===== config.mk =====
export PLATFORM = sky130hd
export DESIGN_NAME = rca_seq_ctrl
export DESIGN_NICKNAME = d
export VERILOG_FILES = /design/src/rtl/rca_seq_ctrl.sv
export SDC_FILE = /design/constraint.sdc
export NUM_CORES = 1
export LEC_CHECK = 0
export CAP_MARGIN = 0
export CORE_AREA = 4 4 79 81
export DETAILED_ROUTE_END_ITERATION = 16
export DIE_AREA = 0 0 83 85
export GPL_TIMING_DRIVEN = 1
export PLACE_DENSITY = 0.78
export SLEW_MARGIN = 20
export SYNTH_ARGS = -nofsm -noshare
export SYNTH_HDL_FRONTEND = slang
export SYNTH_SLANG_ARGS = --single-unit

===== constraint.sdc =====
create_clock -name clk -period 2.9 [get_ports clk]
set_clock_uncertainty 0.05 [all_clocks]
set_input_delay 0.58 -clock clk [delete_from_list [all_inputs] [get_ports clk]]
set_output_delay 0.58 -clock clk [all_outputs]
set_load 0.01 [all_outputs]

===== src/rtl/rca_seq_ctrl.sv =====
// rca_seq_ctrl: multi-cycle adder controller.
// Adds two WIDTH-bit operands by running one 4-bit ripple-carry slice over
// WIDTH/4 cycles. The carry between slices is kept in a register. A start/done
// handshake faces the requester, and the result is held until the next accepted start.

module rca_seq_ctrl #(
    parameter int WIDTH = 16
) (
    input  logic             clk,
    input  logic             reset,
    input  logic             start,
    input  logic [WIDTH-1:0] a,
    input  logic [WIDTH-1:0] b,
    input  logic             ci,
    output logic             busy,
    output logic             done,
    output logic [WIDTH-1:0] s,
    output logic             co
);

    localparam int NSLICE = WIDTH / 4;
    localparam int KW     = (NSLICE > 1) ? $clog2(NSLICE) : 1;
    localparam logic [KW-1:0] K_LAST = KW'(NSLICE - 1);

    generate
        if (WIDTH < 4 || (WIDTH % 4) != 0) begin : g_bad_width
            $error("rca_seq_ctrl: WIDTH must be a multiple of 4 and at least 4");
        end
    endgenerate

    typedef enum logic [1:0] {
        IDLE = 2'd0,
        ADD  = 2'd1,
        DONE = 2'd2
    } state_t;

    state_t           state;
    logic [KW-1:0]    k;          // index of the slice being added
    logic             carry_reg;  // carry chained from the previous slice
    logic [WIDTH-1:0] a_reg;
    logic [WIDTH-1:0] b_reg;

    logic [KW+1:0]    base;       // bit offset of slice k
    logic [4:0]       sum5;       // {c_next, sum4}

    // The shared 4-bit ripple-carry slice works on the operand nibbles picked by k.
    always_comb begin
        base = {k, 2'b00};
        sum5 = {1'b0, a_reg[base +: 4]} + {1'b0, b_reg[base +: 4]} + {4'b0000, carry_reg};
    end

    // Sequencer. It accepts operands in IDLE, adds one slice per ADD cycle,
    // and pulses done for one cycle in DONE.
    // NOTE: all state here uses non-blocking assignments. Every register then
    // updates from the values seen before the edge, so slice k and k+1 never mix.
    always_ff @(posedge clk or posedge reset) begin
        if (reset) begin
            // NOTE: the operand registers are cleared on reset as well. They
            // are plain flops, not a memory, so the cost is nothing.
            state     <= IDLE;
            k         <= '0;
            carry_reg <= 1'b0;
            a_reg     <= '0;
            b_reg     <= '0;
            busy      <= 1'b0;
            done      <= 1'b0;
            s         <= '0;
            co        <= 1'b0;
        end else begin
            case (state)
                IDLE: begin
                    busy <= 1'b0;
                    done <= 1'b0;
                    if (start) begin
                        a_reg     <= a;
                        b_reg     <= b;
                        carry_reg <= ci;
                        k         <= '0;
                        s         <= '0;
                        busy      <= 1'b1;
                        state     <= ADD;
                    end
                end
                ADD: begin
                    s[base +: 4] <= sum5[3:0];
                    carry_reg    <= sum5[4];
                    if (k == K_LAST) begin
                        co    <= sum5[4];
                        done  <= 1'b1;
                        state <= DONE;
                    end else begin
                        k <= k + 1'b1;
                    end
                end
                DONE: begin
                    done  <= 1'b0;
                    busy  <= 1'b0;
                    state <= IDLE;
                end
                default: begin
                    busy  <= 1'b0;
                    done  <= 1'b0;
                    state <= IDLE;
                end
            endcase
        end
    end

endmodule


==> results of run 1 <==
how the worst min path moves through the flow:
| stage | from | endpoint | cells past startpoint |
|---|---|---|---|
| after floorplan | a_reg[15] | a_reg[15] | 1 |
| after global placement | s[2] | s[2] | 2 |
| after detailed placement | b_reg[15] | b_reg[15] | 1 |
| after CTS | b_reg[15] | b_reg[15] | 1 |
| after global routing | b_reg[15] | b_reg[15] | 1 |
| final | b_reg[15] | b_reg[15] | 1 |
logic make-up (layout without fill, tap and decap cells):
kind of cell               count (synthesis)  count (layout)
and+or+nand+nor                           41              41
xor gates and xnor gates                   2               2
adders and majority gates                  9               9
muxes                                     40              40
buffers and inverters                     18              76
DFF                                       56              56
AOI/OAI and AO/OA                         32              32
synthesized netlist by cell type (3+ instances only):
library cell / count / area (um2)
a21oi_1: 5 / 25.0
buf_12: 3 / 60.1
inv_1: 11 / 41.3
ha_1: 7 / 87.6
nand2_1: 23 / 86.3
nor2_1: 4 / 15.0
a21o_1: 6 / 45.0
o21ai_1: 16 / 80.1
dfrtp_1: 56 / 1400
a22o_1: 3 / 26.3
mux2_4: 30 / 450
mux4_2: 8 / 180
critical path, stage by stage (launching register included):
cell	delay, ps
dfrtp_1	440
mux4_2	540
fa_1	430
inv_1	80
fa_1	210
inv_1	50
a21o_1	160
a21oi_1	330
a211oi_2	120
routing by layer:
metal | track usage, % | vias to the layer above
li1 | - | 805
met1 | 18.9 | 821
met2 | 27.3 | 48
met3 | 3.79 | 5
met4 | 3.57 | 0
met5 | 0 | -
where the power goes:
group	switching (W)	internal (W)
combinational	0.00103	0.00118
clock	0.000233	0.000165
sequential	0.000267	0.00113
final cells by class:
class | count | area (um2) | share of cell area (%)
clock buffer | 6 | 72.6 | 2.11
inverter | 11 | 41.3 | 1.20
tap | 72 | 90.1 | 2.62
clock inverter | 1 | 5.00 | 0.146
sequential | 56 | 1400 | 40.7
timing repair buffer | 58 | 596 | 17.3
multi-input combinational | 124 | 1230 | 35.9
stage by stage:
| stage | worst slack [ps] | util [%] | cells | hold slack, ps |
|---|---|---|---|---|
| 2_1_floorplan | 399 | - | 198 | 403 |
| 3_3_place_gp | 442 | 61.4 | 321 | 421 |
| 3_5_place_dp | 380 | 61.4 | 321 | 426 |
| 4_1_cts | 350 | 62.8 | 328 | 448 |
| 5_1_grt | 205 | 62.8 | 328 | 462 |
| 6_report | 373 | 62.8 | 328 | 439 |
==> metrics.md, run 1 <==
| Metric | Value |
|---|---|
| Outcome | `completed` |
| Largest net degree at the start of global routing | `30` |
| Post-Syn Area per Cell | `14.0 um2` |
| Post-Syn Nets | `243` |
| Async SR Flop Fraction | `100%` |
| Root Buffer | `clkbuf_8` |
| Post-synth EDFFs | `0` |
| Mux contribution to synthesized area | `23.6%` |
| Max Transition Viols Final | `0` |
| Critical path class | `reg -> reg` |
| Fillers | `444` |
| Routed via count | `1679` |
| Power Density | `1170 nW/um2` |
| Rows | `27` |
| Total grt overflow | `0` |
| Slew headroom | `59.3%` |
| Overall die height | `85 um` |
| Final Hold Viols | `0` |
| Yosys reg bits | `56` |
| Core Region | `5470 um2` |
| Synthesis Warnings | `0` |
| Die Span X | `83 um` |
| Met2 wire length | `2700 um` |
| DIE AREA | `7060 um2` |
| Design area | `3440 um2` |
| Worst reg2reg path depth | `8` |
| Min-Delay Path Class | `reg -> reg` |
| Port Buf Inserts | `54` |
| Compound-cell area share of the yosys netlist | `7.11%` |
| Tot GR Track Use | `15.3%` |
| Crit path to | `carry_reg` |
| Flop-to-flop setup slack | `370 ps` |
| WP data arrival | `2650 ps` |
| Max Cap Viol | `0` |
| Clock sink total | `56` |
| Routed len/inst | `16.0 um` |
| Nets | `301` |
| Setup violations, final | `0` |
| Worst EP required | `3020 ps` |
| Crit end category | `flop` |
| Xor and xnor area share after synthesis | `0.634%` |
| Drt first pass iters | `4` |
| Final TNS setup | `0 ps` |
| Synthesized instance count | `198` |
| Largest family of logic cells by synthesized area | `multiplexers` |
| Layout area overhead | `24.4%` |
| Antenna violations before repair | `0` |
| Post-DRT Antenna Nets | `0` |
| Clk Latency, worst-skew pair | `300 ps` |
| RSZ-0062 raised after global routing | `no` |
| First-pass GRT wire length | `8760 um` |
| Static leakage | `1.53 nW` |
| Main flop type after synthesis | `dfrtp_1` |
| CP Max Fanout | `4` |
| Via density | `5.12` |
| CP Launch Point | `k[0]` |
| Total chip power | `0.00401 W` |
| Residual DRC | `0` |
| H-Tree Level Count | `2` |
| Layout cells sized above 1 | `22.3%` |
| Initial DRC Count | `105` |
| Post-synth cell types | `33` |
| Most frequent cells in the layout | `dfrtp_1 (56), clkdlybuf4s50_1 (54), mux2_4 (30), nand2_1 (23), o21ai_1 (16)` |
| Final Critical Period | `2530 ps` |
| Most common cell after layout, fill and taps aside | `dfrtp_1` |
| Cts hold-fix bufs | `0` |
| CTS resizes | `0` |
| Netlist Area Pre-Place | `2760 um2` |
| Clock Pin Slew Worst Setup and Hold Paths | `90 ps` |
| Critical path startpoint category | `flop` |
| Routed WL | `5240 um` |
| Vias in the first global route | `1820` |
| Diode count | `0` |
| Max Buffers Root-to-Sink | `2` |
| Post-CTS Setup Inserts | `0` |
| DR WL met3 | `287 um` |
| Peak supply drop | `0.000501 V` |
| Num ports | `55` |
| DP HPWL | `4020 um` |
| M1 wire length | `2200 um` |
| TritonCTS clock tree | `yes` |
| Reg-to-Reg End | `carry_reg` |
| Total CTS buffers | `5` |
| Tightest Pin Transition | `610 ps` |
| Fmax | `0.396 GHz` |
| Post-synthesis sequential area ratio | `50.7%` |
| GPL Wtd Cong | `0.825` |
| Placed cell area | `3360 um2` |
| Final Cycle Share | `87.2%` |
| Simple-Gate Fraction of Synth Area | `8.65%` |
| Reg2reg start | `k[0]` |
| Synth Area in Adders | `4.62%` |
| Max layer used | `met4` |
| Starting Density | `50.5%` |
(Power assumes the default switching activity.)
==> inputs of run 2 (changes only) <==
--- a/config.mk
+++ b/config.mk
@@ -5,8 +5,9 @@
 export SDC_FILE = /design/constraint.sdc
 export NUM_CORES = 1
 export LEC_CHECK = 0
-export CAP_MARGIN = 0
+export CAP_MARGIN = 5
 export CORE_AREA = 4 4 79 81
+export CTS_CLUSTER_DIAMETER = 30
 export DETAILED_ROUTE_END_ITERATION = 16
 export DIE_AREA = 0 0 83 85
 export GPL_TIMING_DRIVEN = 1
==> results of run 2 <==
Same layout as run 1: the final DEF is identical, and so are final timing and power.
